File: config.mk
export PLATFORM = sky130hd
export DESIGN_NAME = ex_stage_unit_flat
export DESIGN_NICKNAME = d
export VERILOG_FILES = /design/src/rtl/ex_stage_unit_pkg.sv /design/src/rtl/ex_stage_unit_if.sv /design/src/rtl/ex_stage_unit_alu_core.sv /design/src/rtl/ex_stage_unit.sv /design/src/flat_wrapper.sv
export SDC_FILE = /design/constraint.sdc
export NUM_CORES = 1
export LEC_CHECK = 0
export ABC_AREA = 0
export ABC_CLOCK_PERIOD_IN_PS = 3600
export CAP_MARGIN = 10
export CORE_MARGIN = 10
export CORE_UTILIZATION = 45
export CTS_CLUSTER_DIAMETER = 150
export DETAILED_ROUTE_END_ITERATION = 7
export GPL_TIMING_DRIVEN = 0
export PLACE_DENSITY_LB_ADDON = 0.05
export REMOVE_ABC_BUFFERS = 1
export SETUP_SLACK_MARGIN = 0.3
export SYNTH_ARGS = -nofsm -noshare
export SYNTH_HDL_FRONTEND = slang
export SYNTH_HIERARCHICAL = 1
export SYNTH_SLANG_ARGS = --single-unit
File: constraint.sdc
create_clock -name clk -period 3.6 [get_ports clk]
set_input_delay 0.72 -clock clk [delete_from_list [all_inputs] [get_ports clk]]
set_output_delay 0.72 -clock clk [all_outputs]
set_load 0.005 [all_outputs]
File: src/rtl/ex_stage_unit_pkg.sv
// Shared encodings for the execute stage: ALUOp classes, R-type funct codes,
// forward-select values, internal ALU control and squash FSM states.
package ex_stage_unit_pkg;

    localparam logic [1:0] ALUOP_ADD   = 2'b00;
    localparam logic [1:0] ALUOP_SUB   = 2'b01;
    localparam logic [1:0] ALUOP_RTYPE = 2'b10;

    localparam logic [5:0] FUNCT_ADD = 6'h20;
    localparam logic [5:0] FUNCT_SUB = 6'h22;
    localparam logic [5:0] FUNCT_AND = 6'h24;
    localparam logic [5:0] FUNCT_OR  = 6'h25;
    localparam logic [5:0] FUNCT_SLT = 6'h2A;

    localparam logic [1:0] FWD_RF     = 2'b00;
    localparam logic [1:0] FWD_MEM_WB = 2'b01;
    localparam logic [1:0] FWD_EX_MEM = 2'b10;

    typedef enum logic [2:0] {
        ALU_ADD,
        ALU_SUB,
        ALU_AND,
        ALU_OR,
        ALU_SLT,
        ALU_ZERO
    } alu_ctrl_e;

    typedef enum logic {
        SQ_NORMAL,
        SQ_SQUASH
    } squash_state_e;

    function automatic alu_ctrl_e alu_decode(input logic [1:0] alu_op, input logic [5:0] funct);
        alu_ctrl_e ctrl;
        ctrl = ALU_ZERO;
        case (alu_op)
            ALUOP_ADD: ctrl = ALU_ADD;
            ALUOP_SUB: ctrl = ALU_SUB;
            ALUOP_RTYPE: begin
                case (funct)
                    FUNCT_ADD: ctrl = ALU_ADD;
                    FUNCT_SUB: ctrl = ALU_SUB;
                    FUNCT_AND: ctrl = ALU_AND;
                    FUNCT_OR:  ctrl = ALU_OR;
                    FUNCT_SLT: ctrl = ALU_SLT;
                    default:   ctrl = ALU_ZERO;
                endcase
            end
            default: ctrl = ALU_ZERO;
        endcase
        return ctrl;
    endfunction

endpackage

File: src/rtl/ex_stage_unit_if.sv
// ID/EX pipeline register bundle: driven by the decode stage, consumed by EX.
interface ex_stage_unit_if #(
    parameter int unsigned DATA_W = 32
);
    logic [DATA_W-1:0] ID_EX_pc_incr;
    logic [DATA_W-1:0] ID_EX_reg_RD1;
    logic [DATA_W-1:0] ID_EX_reg_RD2;
    logic [DATA_W-1:0] ID_EX_reg_extend_immed;
    logic [4:0]        ID_EX_reg_rt;
    logic [4:0]        ID_EX_reg_rd;
    logic              ID_EX_reg_RegDst;
    logic              ID_EX_reg_ALUSrc;
    logic              ID_EX_reg_MemtoReg;
    logic              ID_EX_reg_RegWrite;
    logic              ID_EX_reg_MemRead;
    logic              ID_EX_reg_MemWrite;
    logic              ID_EX_reg_Branch;
    logic              ID_EX_reg_Jump;
    logic [1:0]        ID_EX_reg_ALUOp;
    logic [DATA_W-1:0] ID_EX_jump_target;

    modport master (
        output ID_EX_pc_incr, ID_EX_reg_RD1, ID_EX_reg_RD2, ID_EX_reg_extend_immed,
               ID_EX_reg_rt, ID_EX_reg_rd, ID_EX_reg_RegDst, ID_EX_reg_ALUSrc,
               ID_EX_reg_MemtoReg, ID_EX_reg_RegWrite, ID_EX_reg_MemRead,
               ID_EX_reg_MemWrite, ID_EX_reg_Branch, ID_EX_reg_Jump,
               ID_EX_reg_ALUOp, ID_EX_jump_target
    );

    modport slave (
        input ID_EX_pc_incr, ID_EX_reg_RD1, ID_EX_reg_RD2, ID_EX_reg_extend_immed,
              ID_EX_reg_rt, ID_EX_reg_rd, ID_EX_reg_RegDst, ID_EX_reg_ALUSrc,
              ID_EX_reg_MemtoReg, ID_EX_reg_RegWrite, ID_EX_reg_MemRead,
              ID_EX_reg_MemWrite, ID_EX_reg_Branch, ID_EX_reg_Jump,
              ID_EX_reg_ALUOp, ID_EX_jump_target
    );
endinterface

File: src/rtl/ex_stage_unit_alu_core.sv
// Combinational ALU: add/sub/and/or/signed slt, zero for unsupported operations.
module alu_core
    import ex_stage_unit_pkg::*;
#(
    parameter int unsigned DATA_W = 32
) (
    input  alu_ctrl_e         alu_ctrl,
    input  logic [DATA_W-1:0] a,
    input  logic [DATA_W-1:0] b,
    output logic [DATA_W-1:0] result
);

    always_comb begin
        result = '0;
        case (alu_ctrl)
            ALU_ADD: result = a + b;
            ALU_SUB: result = a - b;
            ALU_AND: result = a & b;
            ALU_OR:  result = a | b;
            ALU_SLT: result = {{(DATA_W-1){1'b0}}, ($signed(a) < $signed(b))};
            default: result = '0;
        endcase
    end

endmodule

File: src/rtl/ex_stage_unit.sv
// Execute stage: forwarding, ALU, beq/jump redirect, EX/MEM register and the
// squash FSM that nullifies wrong-path slots after a redirect.
module ex_stage_unit
    import ex_stage_unit_pkg::*;
#(
    parameter int unsigned DATA_W       = 32,
    parameter int unsigned SQUASH_SLOTS = 2
) (
    input  logic              clk,
    input  logic              rst_n,
    input  logic              stall,
    ex_stage_unit_if.slave    id_ex,
    input  logic [1:0]        fwd_a_sel,
    input  logic [1:0]        fwd_b_sel,
    input  logic [DATA_W-1:0] ex_mem_fwd_data,
    input  logic [DATA_W-1:0] mem_wb_fwd_data,
    output logic              pc_redirect,
    output logic [DATA_W-1:0] redirect_target,
    output logic [DATA_W-1:0] EX_MEM_alu_result,
    output logic [DATA_W-1:0] EX_MEM_write_data,
    output logic [4:0]        EX_MEM_write_reg,
    output logic              EX_MEM_RegWrite,
    output logic              EX_MEM_MemRead,
    output logic              EX_MEM_MemWrite,
    output logic              EX_MEM_MemtoReg,
    output logic              squash_active
);

    localparam int unsigned CNT_W = $clog2(SQUASH_SLOTS + 1);

    logic [DATA_W-1:0] op_a;
    logic [DATA_W-1:0] op_bf;
    logic [DATA_W-1:0] op_b;
    logic [DATA_W-1:0] alu_result;
    logic [DATA_W-1:0] branch_target;
    logic              branch_taken;
    alu_ctrl_e         alu_ctrl;
    squash_state_e     sq_state;
    logic [CNT_W-1:0]  squash_cnt;

    always_comb begin
        op_a = id_ex.ID_EX_reg_RD1;
        case (fwd_a_sel)
            FWD_MEM_WB: op_a = mem_wb_fwd_data;
            FWD_EX_MEM: op_a = ex_mem_fwd_data;
            default:    op_a = id_ex.ID_EX_reg_RD1;
        endcase
        op_bf = id_ex.ID_EX_reg_RD2;
        case (fwd_b_sel)
            FWD_MEM_WB: op_bf = mem_wb_fwd_data;
            FWD_EX_MEM: op_bf = ex_mem_fwd_data;
            default:    op_bf = id_ex.ID_EX_reg_RD2;
        endcase
    end

    assign op_b     = id_ex.ID_EX_reg_ALUSrc ? id_ex.ID_EX_reg_extend_immed : op_bf;
    assign alu_ctrl = alu_decode(id_ex.ID_EX_reg_ALUOp, id_ex.ID_EX_reg_extend_immed[5:0]);

    alu_core #(.DATA_W(DATA_W)) u_alu_core (
        .alu_ctrl (alu_ctrl),
        .a        (op_a),
        .b        (op_b),
        .result   (alu_result)
    );

    // Branch compare uses the forwarded operands, never the immediate-muxed B.
    assign branch_taken    = id_ex.ID_EX_reg_Branch && (op_a == op_bf);
    assign branch_target   = id_ex.ID_EX_pc_incr + {id_ex.ID_EX_reg_extend_immed[DATA_W-3:0], 2'b00};
    assign squash_active   = (sq_state != SQ_NORMAL);
    assign pc_redirect     = rst_n && !squash_active && !stall &&
                             (id_ex.ID_EX_reg_Jump || branch_taken);
    assign redirect_target = id_ex.ID_EX_reg_Jump ? id_ex.ID_EX_jump_target : branch_target;

    always_ff @(posedge clk or negedge rst_n) begin
        if (!rst_n) begin
            EX_MEM_alu_result <= '0;
            EX_MEM_write_data <= '0;
            EX_MEM_write_reg  <= '0;
            EX_MEM_RegWrite   <= 1'b0;
            EX_MEM_MemRead    <= 1'b0;
            EX_MEM_MemWrite   <= 1'b0;
            EX_MEM_MemtoReg   <= 1'b0;
            sq_state          <= SQ_NORMAL;
            squash_cnt        <= '0;
        end else if (!stall) begin
            EX_MEM_alu_result <= alu_result;
            EX_MEM_write_data <= op_bf;
            EX_MEM_write_reg  <= id_ex.ID_EX_reg_RegDst ? id_ex.ID_EX_reg_rd : id_ex.ID_EX_reg_rt;
            EX_MEM_RegWrite   <= id_ex.ID_EX_reg_RegWrite && !squash_active;
            EX_MEM_MemRead    <= id_ex.ID_EX_reg_MemRead  && !squash_active;
            EX_MEM_MemWrite   <= id_ex.ID_EX_reg_MemWrite && !squash_active;
            EX_MEM_MemtoReg   <= id_ex.ID_EX_reg_MemtoReg && !squash_active;
            case (sq_state)
                SQ_NORMAL: begin
                    if (pc_redirect) begin
                        sq_state   <= SQ_SQUASH;
                        squash_cnt <= CNT_W'(SQUASH_SLOTS);
                    end
                end
                SQ_SQUASH: begin
                    if (squash_cnt == CNT_W'(1)) begin
                        sq_state   <= SQ_NORMAL;
                        squash_cnt <= '0;
                    end else begin
                        squash_cnt <= squash_cnt - CNT_W'(1);
                    end
                end
                default: begin
                    sq_state   <= SQ_NORMAL;
                    squash_cnt <= '0;
                end
            endcase
        end
    end

endmodule

File: src/flat_wrapper.sv
// flat-port wrapper written by rule: the top's interface ports become plain ports
module ex_stage_unit_flat import ex_stage_unit_pkg::*;
#(
    parameter int unsigned DATA_W       = 32,
    parameter int unsigned SQUASH_SLOTS = 2
)
  (clk, rst_n, stall, fwd_a_sel, fwd_b_sel, ex_mem_fwd_data, mem_wb_fwd_data, pc_redirect, redirect_target, EX_MEM_alu_result, EX_MEM_write_data, EX_MEM_write_reg, EX_MEM_RegWrite, EX_MEM_MemRead, EX_MEM_MemWrite, EX_MEM_MemtoReg, squash_active, id_ex_ID_EX_pc_incr, id_ex_ID_EX_reg_RD1, id_ex_ID_EX_reg_RD2, id_ex_ID_EX_reg_extend_immed, id_ex_ID_EX_reg_rt, id_ex_ID_EX_reg_rd, id_ex_ID_EX_reg_RegDst, id_ex_ID_EX_reg_ALUSrc, id_ex_ID_EX_reg_MemtoReg, id_ex_ID_EX_reg_RegWrite, id_ex_ID_EX_reg_MemRead, id_ex_ID_EX_reg_MemWrite, id_ex_ID_EX_reg_Branch, id_ex_ID_EX_reg_Jump, id_ex_ID_EX_reg_ALUOp, id_ex_ID_EX_jump_target);
  ex_stage_unit_if #(.DATA_W(DATA_W)) id_ex_i ();
  input  logic clk;
  input  logic rst_n;
  input  logic stall;
  input  logic [1:0] fwd_a_sel;
  input  logic [1:0] fwd_b_sel;
  input  logic [DATA_W-1:0] ex_mem_fwd_data;
  input  logic [DATA_W-1:0] mem_wb_fwd_data;
  output logic pc_redirect;
  output logic [DATA_W-1:0] redirect_target;
  output logic [DATA_W-1:0] EX_MEM_alu_result;
  output logic [DATA_W-1:0] EX_MEM_write_data;
  output logic [4:0] EX_MEM_write_reg;
  output logic EX_MEM_RegWrite;
  output logic EX_MEM_MemRead;
  output logic EX_MEM_MemWrite;
  output logic EX_MEM_MemtoReg;
  output logic squash_active;
  input wire logic [$bits(id_ex_i.ID_EX_pc_incr)-1:0] id_ex_ID_EX_pc_incr;
  input wire logic [$bits(id_ex_i.ID_EX_reg_RD1)-1:0] id_ex_ID_EX_reg_RD1;
  input wire logic [$bits(id_ex_i.ID_EX_reg_RD2)-1:0] id_ex_ID_EX_reg_RD2;
  input wire logic [$bits(id_ex_i.ID_EX_reg_extend_immed)-1:0] id_ex_ID_EX_reg_extend_immed;
  input wire logic [$bits(id_ex_i.ID_EX_reg_rt)-1:0] id_ex_ID_EX_reg_rt;
  input wire logic [$bits(id_ex_i.ID_EX_reg_rd)-1:0] id_ex_ID_EX_reg_rd;
  input wire logic [$bits(id_ex_i.ID_EX_reg_RegDst)-1:0] id_ex_ID_EX_reg_RegDst;
  input wire logic [$bits(id_ex_i.ID_EX_reg_ALUSrc)-1:0] id_ex_ID_EX_reg_ALUSrc;
  input wire logic [$bits(id_ex_i.ID_EX_reg_MemtoReg)-1:0] id_ex_ID_EX_reg_MemtoReg;
  input wire logic [$bits(id_ex_i.ID_EX_reg_RegWrite)-1:0] id_ex_ID_EX_reg_RegWrite;
  input wire logic [$bits(id_ex_i.ID_EX_reg_MemRead)-1:0] id_ex_ID_EX_reg_MemRead;
  input wire logic [$bits(id_ex_i.ID_EX_reg_MemWrite)-1:0] id_ex_ID_EX_reg_MemWrite;
  input wire logic [$bits(id_ex_i.ID_EX_reg_Branch)-1:0] id_ex_ID_EX_reg_Branch;
  input wire logic [$bits(id_ex_i.ID_EX_reg_Jump)-1:0] id_ex_ID_EX_reg_Jump;
  input wire logic [$bits(id_ex_i.ID_EX_reg_ALUOp)-1:0] id_ex_ID_EX_reg_ALUOp;
  input wire logic [$bits(id_ex_i.ID_EX_jump_target)-1:0] id_ex_ID_EX_jump_target;
  assign id_ex_i.ID_EX_pc_incr = id_ex_ID_EX_pc_incr;
  assign id_ex_i.ID_EX_reg_RD1 = id_ex_ID_EX_reg_RD1;
  assign id_ex_i.ID_EX_reg_RD2 = id_ex_ID_EX_reg_RD2;
  assign id_ex_i.ID_EX_reg_extend_immed = id_ex_ID_EX_reg_extend_immed;
  assign id_ex_i.ID_EX_reg_rt = id_ex_ID_EX_reg_rt;
  assign id_ex_i.ID_EX_reg_rd = id_ex_ID_EX_reg_rd;
  assign id_ex_i.ID_EX_reg_RegDst = id_ex_ID_EX_reg_RegDst;
  assign id_ex_i.ID_EX_reg_ALUSrc = id_ex_ID_EX_reg_ALUSrc;
  assign id_ex_i.ID_EX_reg_MemtoReg = id_ex_ID_EX_reg_MemtoReg;
  assign id_ex_i.ID_EX_reg_RegWrite = id_ex_ID_EX_reg_RegWrite;
  assign id_ex_i.ID_EX_reg_MemRead = id_ex_ID_EX_reg_MemRead;
  assign id_ex_i.ID_EX_reg_MemWrite = id_ex_ID_EX_reg_MemWrite;
  assign id_ex_i.ID_EX_reg_Branch = id_ex_ID_EX_reg_Branch;
  assign id_ex_i.ID_EX_reg_Jump = id_ex_ID_EX_reg_Jump;
  assign id_ex_i.ID_EX_reg_ALUOp = id_ex_ID_EX_reg_ALUOp;
  assign id_ex_i.ID_EX_jump_target = id_ex_ID_EX_jump_target;
  ex_stage_unit #(.DATA_W(DATA_W), .SQUASH_SLOTS(SQUASH_SLOTS)) u_core (.clk(clk), .rst_n(rst_n), .stall(stall), .id_ex(id_ex_i), .fwd_a_sel(fwd_a_sel), .fwd_b_sel(fwd_b_sel), .ex_mem_fwd_data(ex_mem_fwd_data), .mem_wb_fwd_data(mem_wb_fwd_data), .pc_redirect(pc_redirect), .redirect_target(redirect_target), .EX_MEM_alu_result(EX_MEM_alu_result), .EX_MEM_write_data(EX_MEM_write_data), .EX_MEM_write_reg(EX_MEM_write_reg), .EX_MEM_RegWrite(EX_MEM_RegWrite), .EX_MEM_MemRead(EX_MEM_MemRead), .EX_MEM_MemWrite(EX_MEM_MemWrite), .EX_MEM_MemtoReg(EX_MEM_MemtoReg), .squash_active(squash_active));
endmodule
# Word-level counts from Yosys, hierarchy flattened

Index checks and enable logic that the tools add are counted.

Flip-flop bits (word level): 76
Output and inout bits: 107
Logic and storage cells: 64

Equality and inequality tests: 18
Bitwise gates (word level): 4
Reductions and logical operators: 14
Add/subtract/negate cells: 4
$lt $le $gt $ge: 1
Mux-type cells: 14

Operators by type and width:

| kind                                          | number |
|---|---|
| case mux 32 bit (5 select lines)              | 1 |
| case mux 32 bit (2 select lines)              | 2 |
| adder 32 bit                                  | 2 |
| 2-to-1 mux 32 bit                             | 2 |
| AND 32 bit                                    | 1 |
| == test 32 bit                                | 1 |
| < comparator 32 bit                           | 1 |
| OR 32 bit                                     | 1 |
| subtractor 32 bit                             | 1 |
| == test 6 bit, second input constant          | 5 |
| case mux 3 bit (5 select lines)               | 1 |
| case mux 3 bit (3 select lines)               | 1 |
| == test 2 x 1 -> 1 bit, second input constant | 4 |
| logical AND 1 bit                             | 8 |
| == test 2 bit, second input constant          | 3 |
| == test 3 x 2 -> 1 bit, second input constant | 2 |
| 2-to-1 mux 5 bit                              | 1 |
| 2-to-1 mux 2 bit                              | 2 |
| case mux 2 bit (2 select lines)               | 1 |
| == test 3 x 1 -> 1 bit, second input constant | 1 |
| == test 3 bit, second input constant          | 1 |
| zero test 3 bit                               | 1 |
| zero test 1 bit                               | 2 |
| zero test 2 bit                               | 1 |
| other kinds (7)                               | 9 |

# Depth between registers and ports, before layout

Gate-level depths: netlist (run 1).

Depth in word-level cells: 8
Depth in mapped cells: 20

# Cells and area by module

Netlist (run 1), hierarchy kept.

By module, submodules not included:

| module        | cells each | area each (um^2) | instances |
|---|---|---|---|
| ex_stage_unit | 818        | 6,651.4          | 1 |
| alu_core      | 763        | 5,101.1          | 1 |

# Worst setup path before layout (run 1)

Ideal clock, no wire load.

Kind: in2reg
From: input port fwd_b_sel[0]
To: register u_core.EX_MEM_alu_result[0]
Arrival: 4.365 ns
Slack: -0.890 ns
Data required time: 3.475 ns
Stages: 19
Cell sequence: inv_1 ha_1 buf_2 clkbuf_1 a221o_1 o21ai_0 o21ai_0 inv_1 ha_1 buf_4 or4_4 nor3_1 o21ai_1 and2_4 a2111oi_4 o221a_2 a311oi_1 o211a_1 mux2_2

Cells in the longest elaborated chain, start to end: 5

Ends and longest elaborated chain:

| item                                                    | line                         | RTL |
|---|---|---|
| start: declaration                                      | flat_wrapper.sv:13           | `input logic [1:0] fwd_b_sel;` |
| == test 2 bit or == test 2 x 1 -> 1 bit (tied branches) | ex_stage_unit.sv:49          | `case (fwd_b_sel)` |
| case mux 32 bit (2 select lines) (*)                    | ex_stage_unit.sv:49          |  |
| 2-to-1 mux 32 bit (*)                                   | ex_stage_unit.sv:56          | `assign op_b = id_ex.ID_EX_reg_ALUSrc ? id_ex.ID_EX_reg_extend_immed : op_bf;` |
| named net u_core.op_b[8]                                | ex_stage_unit.sv:33          | `logic [DATA_W-1:0] op_b;` |
| < comparator 32 bit (*)                                 | ex_stage_unit_alu_core.sv:20 | `ALU_SLT: result = {{(DATA_W-1){1'b0}}, ($signed(a) < $signed(b))};` |
| case mux 32 bit (5 select lines) (*)                    | ex_stage_unit_alu_core.sv:15 | `case (alu_ctrl)` |
| named net u_core.alu_result[0]                          | ex_stage_unit.sv:34          | `logic [DATA_W-1:0] alu_result;` |
| end signal: assignment                                  | ex_stage_unit.sv:86          | `EX_MEM_alu_result <= alu_result;` |
| end: declaration                                        | ex_stage_unit.sv:19          | `output logic [DATA_W-1:0] EX_MEM_alu_result,` |

The timed path passes the listed nets; every way through them passes the cells marked *.
A chain may end at the register's enable or synchronous reset.

# Worst setup path in the final report (run 1)

From: input port id_ex_ID_EX_reg_ALUOp[0]
To: register u_core.EX_MEM_alu_result[30]

Cells in the longest elaborated chain, start to end: 4

Ends and longest elaborated chain:

| item                                  | line                         | RTL |
|---|---|---|
| start: declaration                    | flat_wrapper.sv:40           | `input wire logic [$bits(id_ex_i.ID_EX_reg_ALUOp)-1:0] id_ex_ID_EX_reg_ALUOp;` |
| == test 2 bit (tied with other cells) | ex_stage_unit_pkg.sv:36      | `case (alu_op)` |
| case mux 3 bit (3 select lines) (*)   | ex_stage_unit_pkg.sv:36      |  |
| named net u_core.alu_ctrl[1]          | ex_stage_unit.sv:37          | `alu_ctrl_e alu_ctrl;` |
| == test 3 bit (tied with other cells) | ex_stage_unit_alu_core.sv:15 |  |
| case mux 32 bit (5 select lines) (*)  | ex_stage_unit_alu_core.sv:15 |  |
| named net u_core.alu_result[30]       | ex_stage_unit.sv:34          |  |

Marks and branches as above.

==> results by group, run 1 <==
Detailed routing
  – Top sig layer: met5
  – Met1 wire length: around 24000 microns
  – WL final: 66200 microns
  – Met2 wire length: 29600 microns
  – DR iter-0 viols: 2020
  – Met3 wire length: roughly 8000 microns
  – Post-route antenna net violation count: 0
  – DRT Pass-1 Iters: 7
  – Vias/cell: between 6 and 7
  – Wire per inst: between 20 and 30 microns
  – Via count: approximately 16000
  – DRC errors left: 0

Clock network
  – Clock buffer depth: 2
  – CTS clk-pin slew, worst paths: approximately 0.070 ns
  – Root Driver: clkbuf_16
  – H-tree levels: 3
  – Worst skew pair latency: 0.35 ns
  – CTS sink count: 76
  – Hold-fix buffers, CTS: 0
  – CTS buffer count: 9
  – CTS tree: yes

Global routing
  – GRT Total Usage: between 30% and 40%
  – Number of global-route vias before repair: approximately 15000
  – First-pass GRT wire length: slightly above 90000 microns
  – Largest net degree at the start of global routing: 70
  – Total gr overflow: 0
  – Antenna violations before repair: 6

Cells and area
  – Most frequent cells in the layout: 282 x clkdlybuf4s50_1, 191 x nand2_1, 133 x buf_4
  – Layout cells sized above 1: roughly a third
  – Footprint of the multi-input gates: approximately 11000 sq um
  – Finished Cell Area: between 15000 and 20000 sq um
  – Sequential standard cell area: about 1900 sq um
  – Area grow syn2layout: 68.2%
  – Final Core Density: between 70% and 80%
  – Fill cell count: between 1500 and 2000
  – Commonest non-fill, non-tap cell in the layout: clkdlybuf4s50_1
  – Layout net count: about 2400

Timing
  – Period minus WS final: around 4.5 ns
  – Final WS setup: -0.881 ns
  – RSZ-0062 raised after global routing: true
  – Worst Tran Pin Value: about 1.1 ns
  – Relative slew slack: 28.8%
  – Fmax: around 0.22 GHz
  – Max Slew Vio Count: 0
  – Setup Skew: about 0.0056 ns
  – Final hold vios: 0
  – Final setup violation count: between 40 and 50
  – Final period util: 124%

Power
  – Sequential power share: ~17%
  – Switching portion of total power: roughly 44%
  – PD cells: ~350 nW/um^2
  – Clock share of power: 13.8%
  – Max VDD drop: 0.269 mV
  – Pleak: ~8 nW
  – Total power: ~7 mW
  – Comb power frac: roughly 70%
  – Internal: roughly 3.9 mW
  – NetSw: 3.05 mW

Floorplanning
  – Core box area: between 20000 and 30000 sq um
  – Io pins: 358
  – Width of the die: 182 microns
  – Die Y: 182 microns
  – Initial Utilization: between 40% and 50%
  – Rows: 59
  – Die area: between 30000 and 40000 sq um

Yosys
  – Seq/Total Area, Yosys: between 15 and 20%
  – Syn Inst Count: about 1600
  – Synth Warn #: 6
  – Most used DFF post-synth: dfrtp_1
  – Synth cell types: 95
  – Post-Syn Area: approximately 12000 sq um
  – Post-synth EDFFs: 0
  – Post-synth ARST share: 100%
  – Synth Register Bits: 76
  – Synth Area per Inst: 7.43 sq um

Run status
  – Run status: complete, but fails checks
  – Failing checks: setup timing

Setup path
  – Worst-path cell chain: clkdlybuf4s50_1, nor3_1, and4b_4, inv_1, nor2_1, o211ai_1, o2111ai_1, a31oi_1, a211o_1, o221ai_1, mux2_4
  – Slowest CP cell: and4b_4
  – Critical Path RT: 3.89 ns
  – Slowest stage delay, CP: roughly 0.73 ns
  – Startpoint Class: input pin
  – WP buf/inv: 2
  – Setup Crit Path Kind: in2reg
  – Critical path capture point type: flop
  – CP Max Fanout: 33
  – CP delay by family, top: simple AND/OR/NAND/NOR gates
  – CP Data Arrival Time: roughly 4.8 ns

Min path
  – Worst Hold Class: in2async

Placement
  – Gpl congestion: 0.928
  – Detail Placement HPWL: roughly 41000 microns
  – Placed inst area: around 15000 sq um
  – Port Buf Inserts: about 360

Run
  – MaxCap Viol Count: 0
## worst paths after layout
check | start | end | cells after the start | slack, ns
worst max-delay path | id_ex_ID_EX_reg_ALUOp[0] | u_core/EX_MEM_alu_result[30]$_DFFE_PN0N_ | 11 | -0.88
worst min-delay path | rst_n | u_core/EX_MEM_write_reg[4]$_DFFE_PN0N_ | 1 | 0.33
worst max register to register | u_core/squash_active$_DFFE_PN0N_ | u_core/squash_cnt[0]$_DFFE_PN0P_ | 3 | 2.61
worst min register to register | u_core/EX_MEM_write_reg[1]$_DFFE_PN0N_ | u_core/EX_MEM_write_reg[1]$_DFFE_PN0N_ | 2 | 0.48
max in group asynchronous | rst_n | u_core/EX_MEM_write_data[26]$_DFFE_PN0N_ | 2 | 2.64
min in group clk | u_core/EX_MEM_write_reg[1]$_DFFE_PN0N_ | u_core/EX_MEM_write_reg[1]$_DFFE_PN0N_ | 2 | 0.48
## final cells by class
type / count / area share [%]
clock buffers: 11 / 1.23
diodes: 4 / 0.0506
inverters: 112 / 2.27
multi-input cells: 1296 / 57.2
clock inverters: 4 / 0.253
flip-flops and latches: 76 / 9.62
repair inverters: 2 / 0.139
well taps: 335 / 2.12
repair buffers: 543 / 27.2
## through the flow
| step | TNS, ns | instances | setup slack [ns] | hold WS [ns] |
|---|---|---|---|---|
| floorplan | -31.25 | 1482 | -1.35 | 0.424 |
| global placement | -283.43 | 2174 | -3.68 | 0.468 |
| detailed placement | -109.68 | 2183 | -3.24 | 0.474 |
| CTS | -10.46 | 2348 | -0.564 | 0.342 |
| global route | -22.52 | 2381 | -0.979 | 0.367 |
| finish | -19.68 | 2383 | -0.881 | 0.327 |
## worst reg2reg max path, delay by kind of cell (launching register included)
family           cells  cell delay (ns)
flip-flops           1             0.41
AO/OA/AOI/OAI        1             0.17
AND/OR/NAND/NOR      2             0.29
## cells in the mapped netlist, types with 4 or more instances
cell type / count / area [sq um]
o211ai_1: 16 / 120
a31oi_1: 12 / 75.1
o31ai_1: 10 / 75.1
mux2_2: 36 / 405
nand2_1: 194 / 728
nor2b_1: 12 / 75.1
dfrtp_1: 76 / 1900
or2_2: 6 / 37.5
a211oi_1: 28 / 210
xor2_1: 33 / 289
clkbuf_1: 56 / 210
or3_1: 7 / 43.8
and2_1: 4 / 25.0
nor2_1: 95 / 357
a21o_1: 22 / 165
buf_2: 19 / 95.1
a22o_1: 4 / 35.0
a21oi_1: 104 / 521
nand4_1: 14 / 87.6
o21ai_0: 156 / 781
o311ai_0: 7 / 61.3
clkbuf_8: 13 / 179
nand3_1: 14 / 70.1
o21a_1: 10 / 75.1
o21bai_1: 19 / 143
buf_1: 5 / 18.8
mux2i_1: 18 / 180
nor3b_1: 8 / 60.1
nand2b_1: 14 / 87.6
o22ai_1: 15 / 93.8
a221o_1: 32 / 320
inv_1: 111 / 417
a21boi_0: 8 / 60.1
a211o_1: 6 / 52.6
a22oi_1: 32 / 240
o21ai_1: 60 / 300
xnor2_1: 41 / 359
nor4_1: 10 / 62.6
nor3_1: 24 / 120
and3_1: 9 / 56.3
ha_1: 139 / 1740
## cell families (layout without fill, tap and decap cells)
family / after synthesis / after routing / share of synthesized area, %
AOI/OAI and AO/OA: 592 / 594 / 32.7
other: 0 / 4 / 0
buffers and inverters: 211 / 672 / 8.26
muxes: 54 / 54 / 4.98
and+or+nand+nor: 432 / 432 / 17.0
xor gates and xnor gates: 74 / 74 / 5.51
DFF: 76 / 76 / 16.2
adders and majority gates: 142 / 142 / 15.3
## timing repair
item / CTS / global route
pin swaps: 143 / 70
buffers inserted: 142 / 30
gates cloned: 8 / 1
resized for setup: 709 / 115
endpoints found under the setup margin: 65 / 55
## routing by layer
| metal | global-route usage, % | vias up |
|---|---|---|
| li1 | - | 6638 |
| met1 | 41.8 | 7339 |
| met2 | 56.0 | 1333 |
| met3 | 9.32 | 350 |
| met4 | 19.2 | 6 |
| met5 | 0 | - |
## power by group through the flow
stage / Sequential, mW / Combinational, mW / Clock [mW]
3_5_place_dp: 1.16 / 3.35 / 0
4_1_cts: 1.15 / 4.32 / 0.968
5_1_grt: 1.18 / 5.02 / 1.00
2_1_floorplan: 1.17 / 1.84 / 0
3_3_place_gp: 1.15 / 3.32 / 0
6_report: 1.15 / 4.80 / 0.957
Note: power is estimated with default switching activity, not from simulation.
==> inputs of run 2 (changes only) <==
--- a/config.mk
+++ b/config.mk
@@ -8,12 +8,13 @@
 export ABC_AREA = 0
 export ABC_CLOCK_PERIOD_IN_PS = 3600
 export CAP_MARGIN = 10
+export CORE_ASPECT_RATIO = 0.6
 export CORE_MARGIN = 10
 export CORE_UTILIZATION = 45
 export CTS_CLUSTER_DIAMETER = 150
 export DETAILED_ROUTE_END_ITERATION = 7
 export GPL_TIMING_DRIVEN = 0
-export PLACE_DENSITY_LB_ADDON = 0.05
+export PLACE_DENSITY = 0.85
 export REMOVE_ABC_BUFFERS = 1
 export SETUP_SLACK_MARGIN = 0.3
 export SYNTH_ARGS = -nofsm -noshare
==> results by group, run 2 (synthesis results as in run 1) <==
Setup path
  – Slowest CP cell: and4b_1 (was and4b_4)
  – CP Data Arrival Time: 4.99 ns (was 4.78 ns)
  – CP delay by family, top: simple AND/OR/NAND/NOR gates (unchanged)
  – WP buf/inv: 3 (was 2)
  – CP Max Fanout: 19 (was 33)
  – Critical Path RT: 3.91 ns (was 3.89 ns)
  – R2r worst-path depth: 3 (unchanged)
  – Worst r2r src: u_core/squash_active$_DFFE_PN0N_ (unchanged)
  – Startpoint Class: input pin (unchanged)
  – Setup Crit Path Kind: in2reg (unchanged)
  – Worst-path cell chain: clkdlybuf4s50_1, nor3_1, and4b_1, buf_8, inv_1, nor2_2, o211ai_1, o2111ai_1, a31oi_2, a211o_1, o221ai_2, mux2_2 (was clkdlybuf4s50_1, nor3_1, and4b_4, inv_1, nor2_1, o211ai_1, o2111ai_1, a31oi_1, a211o_1, o221ai_1, mux2_4)
  – Reg2reg end: u_core/squash_cnt[0]$_DFFE_PN0P_ (unchanged)
  – R2R setup slack: 2.55 ns (was 2.61 ns)
  – Slowest stage delay, CP: 0.90 ns (was 0.73 ns)
  – Critical path capture point type: flop (unchanged)

Cells and area
  – Layout net count: 2394 (was 2433)
  – Most frequent cells in the layout: 285 x clkdlybuf4s50_1, 189 x nand2_1, 101 x buf_4 (was 282 x clkdlybuf4s50_1, 191 x nand2_1, 133 x buf_4)
  – Layout cells sized above 1: 28.1% (was 31.4%)
  – Area grow syn2layout: 62.5% (was 68.2%)
  – Finished Layout Cells: 2362 (was 2383)
  – Final Core Density: 74.9% (was 76.3%)
  – Commonest non-fill, non-tap cell in the layout: clkdlybuf4s50_1 (unchanged)
  – Fill cell count: 1704 (was 1732)
  – Sequential standard cell area: 1900 sq um (unchanged)
  – Footprint of the multi-input gates: 11000 sq um (was 11300 sq um)

Clock network
  – Clock buffer depth: 2 (unchanged)
  – CTS buffer count: 9 (unchanged)
  – H-tree levels: 3 (unchanged)
  – CTS clk-pin slew, worst paths: 0.06 ns (was 0.07 ns)
  – CTS sink count: 76 (unchanged)
  – CTS tree: yes (unchanged)
  – Root Driver: clkbuf_16 (unchanged)
  – Hold-fix buffers, CTS: 0 (unchanged)
  – Worst skew pair latency: 0.36 ns (was 0.35 ns)

Floorplanning
  – Die area: 33200 sq um (was 33000 sq um)
  – Rows: 45 (was 59)
  – Io pins: 358 (unchanged)
  – Width of the die: 229 microns (was 182 microns)
  – Initial Utilization: 46.1% (was 45.4%)
  – Core box area: 25500 sq um (was 25900 sq um)
  – Die Y: 145 microns (was 182 microns)

Timing
  – Final period util: 130% (was 124%)
  – Fmax: 0.214 GHz (was 0.223 GHz)
  – Max Slew Vio Count: 0 (unchanged)
  – Relative slew slack: 33.6% (was 28.8%)
  – Final hold vios: 0 (unchanged)
  – Setup Skew: 0.000550 ns (was 0.00562 ns)
  – Period minus WS final: 4.68 ns (was 4.48 ns)
  – Worst Tran Pin Value: 0.996 ns (was 1.07 ns)
  – Final WS setup: -1.08 ns (was -0.881 ns)
  – Final setup violation count: 53 (was 45)
  – RSZ-0062 raised after global routing: true (unchanged)

Run status
  – Failing checks: setup timing (unchanged)
  – Run status: complete, but fails checks (unchanged)

Power
  – Switching portion of total power: 46.0% (was 44.1%)
  – Total power: 6.81 mW (was 6.91 mW)
  – Internal: 3.68 mW (was 3.87 mW)
  – NetSw: 3.13 mW (was 3.05 mW)
  – Clock share of power: 13.1% (was 13.8%)
  – Sequential power share: 17.2% (was 16.7%)
  – Comb power frac: 69.7% (was 69.5%)
  – Max VDD drop: 0.251 mV (was 0.269 mV)
  – PD cells: 356 nW/um^2 (was 350 nW/um^2)
  – Pleak: 7.87 nW (was 8.19 nW)

Global routing
  – First-pass GRT wire length: 92300 microns (was 91100 microns)
  – Antenna violations before repair: 6 (unchanged)
  – GRT Total Usage: 34.8% (was 35.0%)
  – Number of global-route vias before repair: 15600 (was 15000)
  – Largest net degree at the start of global routing: 66 (was 70)
  – Total gr overflow: 0 (unchanged)

Detailed routing
  – WL final: 67700 microns (was 66200 microns)
  – Via count: 16100 (was 15700)
  – Wire per inst: 28.7 microns (was 27.8 microns)
  – DRT Pass-1 Iters: 7 (unchanged)
  – Post-route antenna net violation count: 0 (unchanged)
  – DR iter-0 viols: 2527 (was 2020)
  – DRC errors left: 0 (unchanged)
  – Vias/cell: 6.83 (was 6.57)

Placement
  – Gpl congestion: 0.963 (was 0.928)
  – Inst Count DP: 2200 (was 2183)
  – Port Buf Inserts: 357 (unchanged)
  – Detail Placement HPWL: 39300 microns (was 40600 microns)

Run
  – MaxCap Viol Count: 0 (unchanged)

Min path
  – Worst Hold Class: in2async (unchanged)
run 2: timing repair:
action                                  in CTS  in global routing
endpoints found under the setup margin      65                 58
gates cloned                                 8                  0
gates resized for setup                    606                122
pin swaps                                  133                 83
endpoints found under the hold margin        0                  0
setup buffers                              112                 22
run 2: cell type report:
cell class	count	area share, %
Sequential cell	76	9.96
Tap cell	352	2.31
Inverter	112	2.33
Antenna cell	4	0.0524
Clock buffer	9	1.18
Timing Repair inverter	1	0.0393
Multi-Input combinational cell	1296	57.7
Clock inverter	7	0.275
Timing Repair Buffer	505	26.1
run 2: worst reg2reg max path, cell delays in order (launching register included):
cell and delay [ns]:
dfrtp_1 0.44, nand2b_1 0.14, and2_1 0.18, a21o_1 0.17
run 2: routing by layer:
| layer | GRT usage, % | up-vias | wire length (microns) |
|---|---|---|---|
| li1 | - | 6566 | - |
| met1 | 41.0 | 7541 | 23700 |
| met2 | 54.2 | 1509 | 29000 |
| met4 | 18.5 | 2 | 5260 |
| met3 | 13.1 | 510 | 9810 |
| met5 | 0 | - | 12 |
run 2: power by group through the flow:
stage               sequential [mW]  combinational [mW]  clock [mW]
finish                         1.17                4.75       0.892
global route                   1.18                4.91       0.951
CTS                            1.15                4.14       0.904
detailed placement             1.17                3.35           0
global placement               1.16                3.28           0
floorplan                      1.17                1.84           0
run 2: through the flow:
stage / hold slack, ns / cell area (sq um) / worst slack (ns) / setup TNS [ns]
after floorplan: 0.424 / 11200 / -1.35 / -31.25
after global placement: 0.465 / 15200 / -3.93 / -265.84
after detailed placement: 0.472 / 15400 / -3.34 / -112.88
after CTS: 0.347 / 18500 / -0.850 / -16.18
after global routing: 0.378 / 19100 / -1.01 / -29.71
final: 0.349 / 19100 / -1.08 / -29.09
run 2: worst max path at each step:
stage                                         from                                  endpoint  slack (ns)  depth (start not counted)
after floorplan                       fwd_a_sel[0]  u_core/EX_MEM_alu_result[24]$_DFFE_PN0N_       -1.35                         16
after global placement                fwd_b_sel[0]  u_core/EX_MEM_alu_result[19]$_DFFE_PN0N_       -3.93                         18
after detailed placement              fwd_b_sel[0]  u_core/EX_MEM_alu_result[21]$_DFFE_PN0N_       -3.34                         19
after CTS                             fwd_b_sel[0]  u_core/EX_MEM_alu_result[24]$_DFFE_PN0N_       -0.85                         20
after global routing                  fwd_b_sel[0]  u_core/EX_MEM_alu_result[24]$_DFFE_PN0N_       -1.01                         19
final                     id_ex_ID_EX_reg_ALUOp[0]  u_core/EX_MEM_alu_result[30]$_DFFE_PN0N_       -1.08                         12
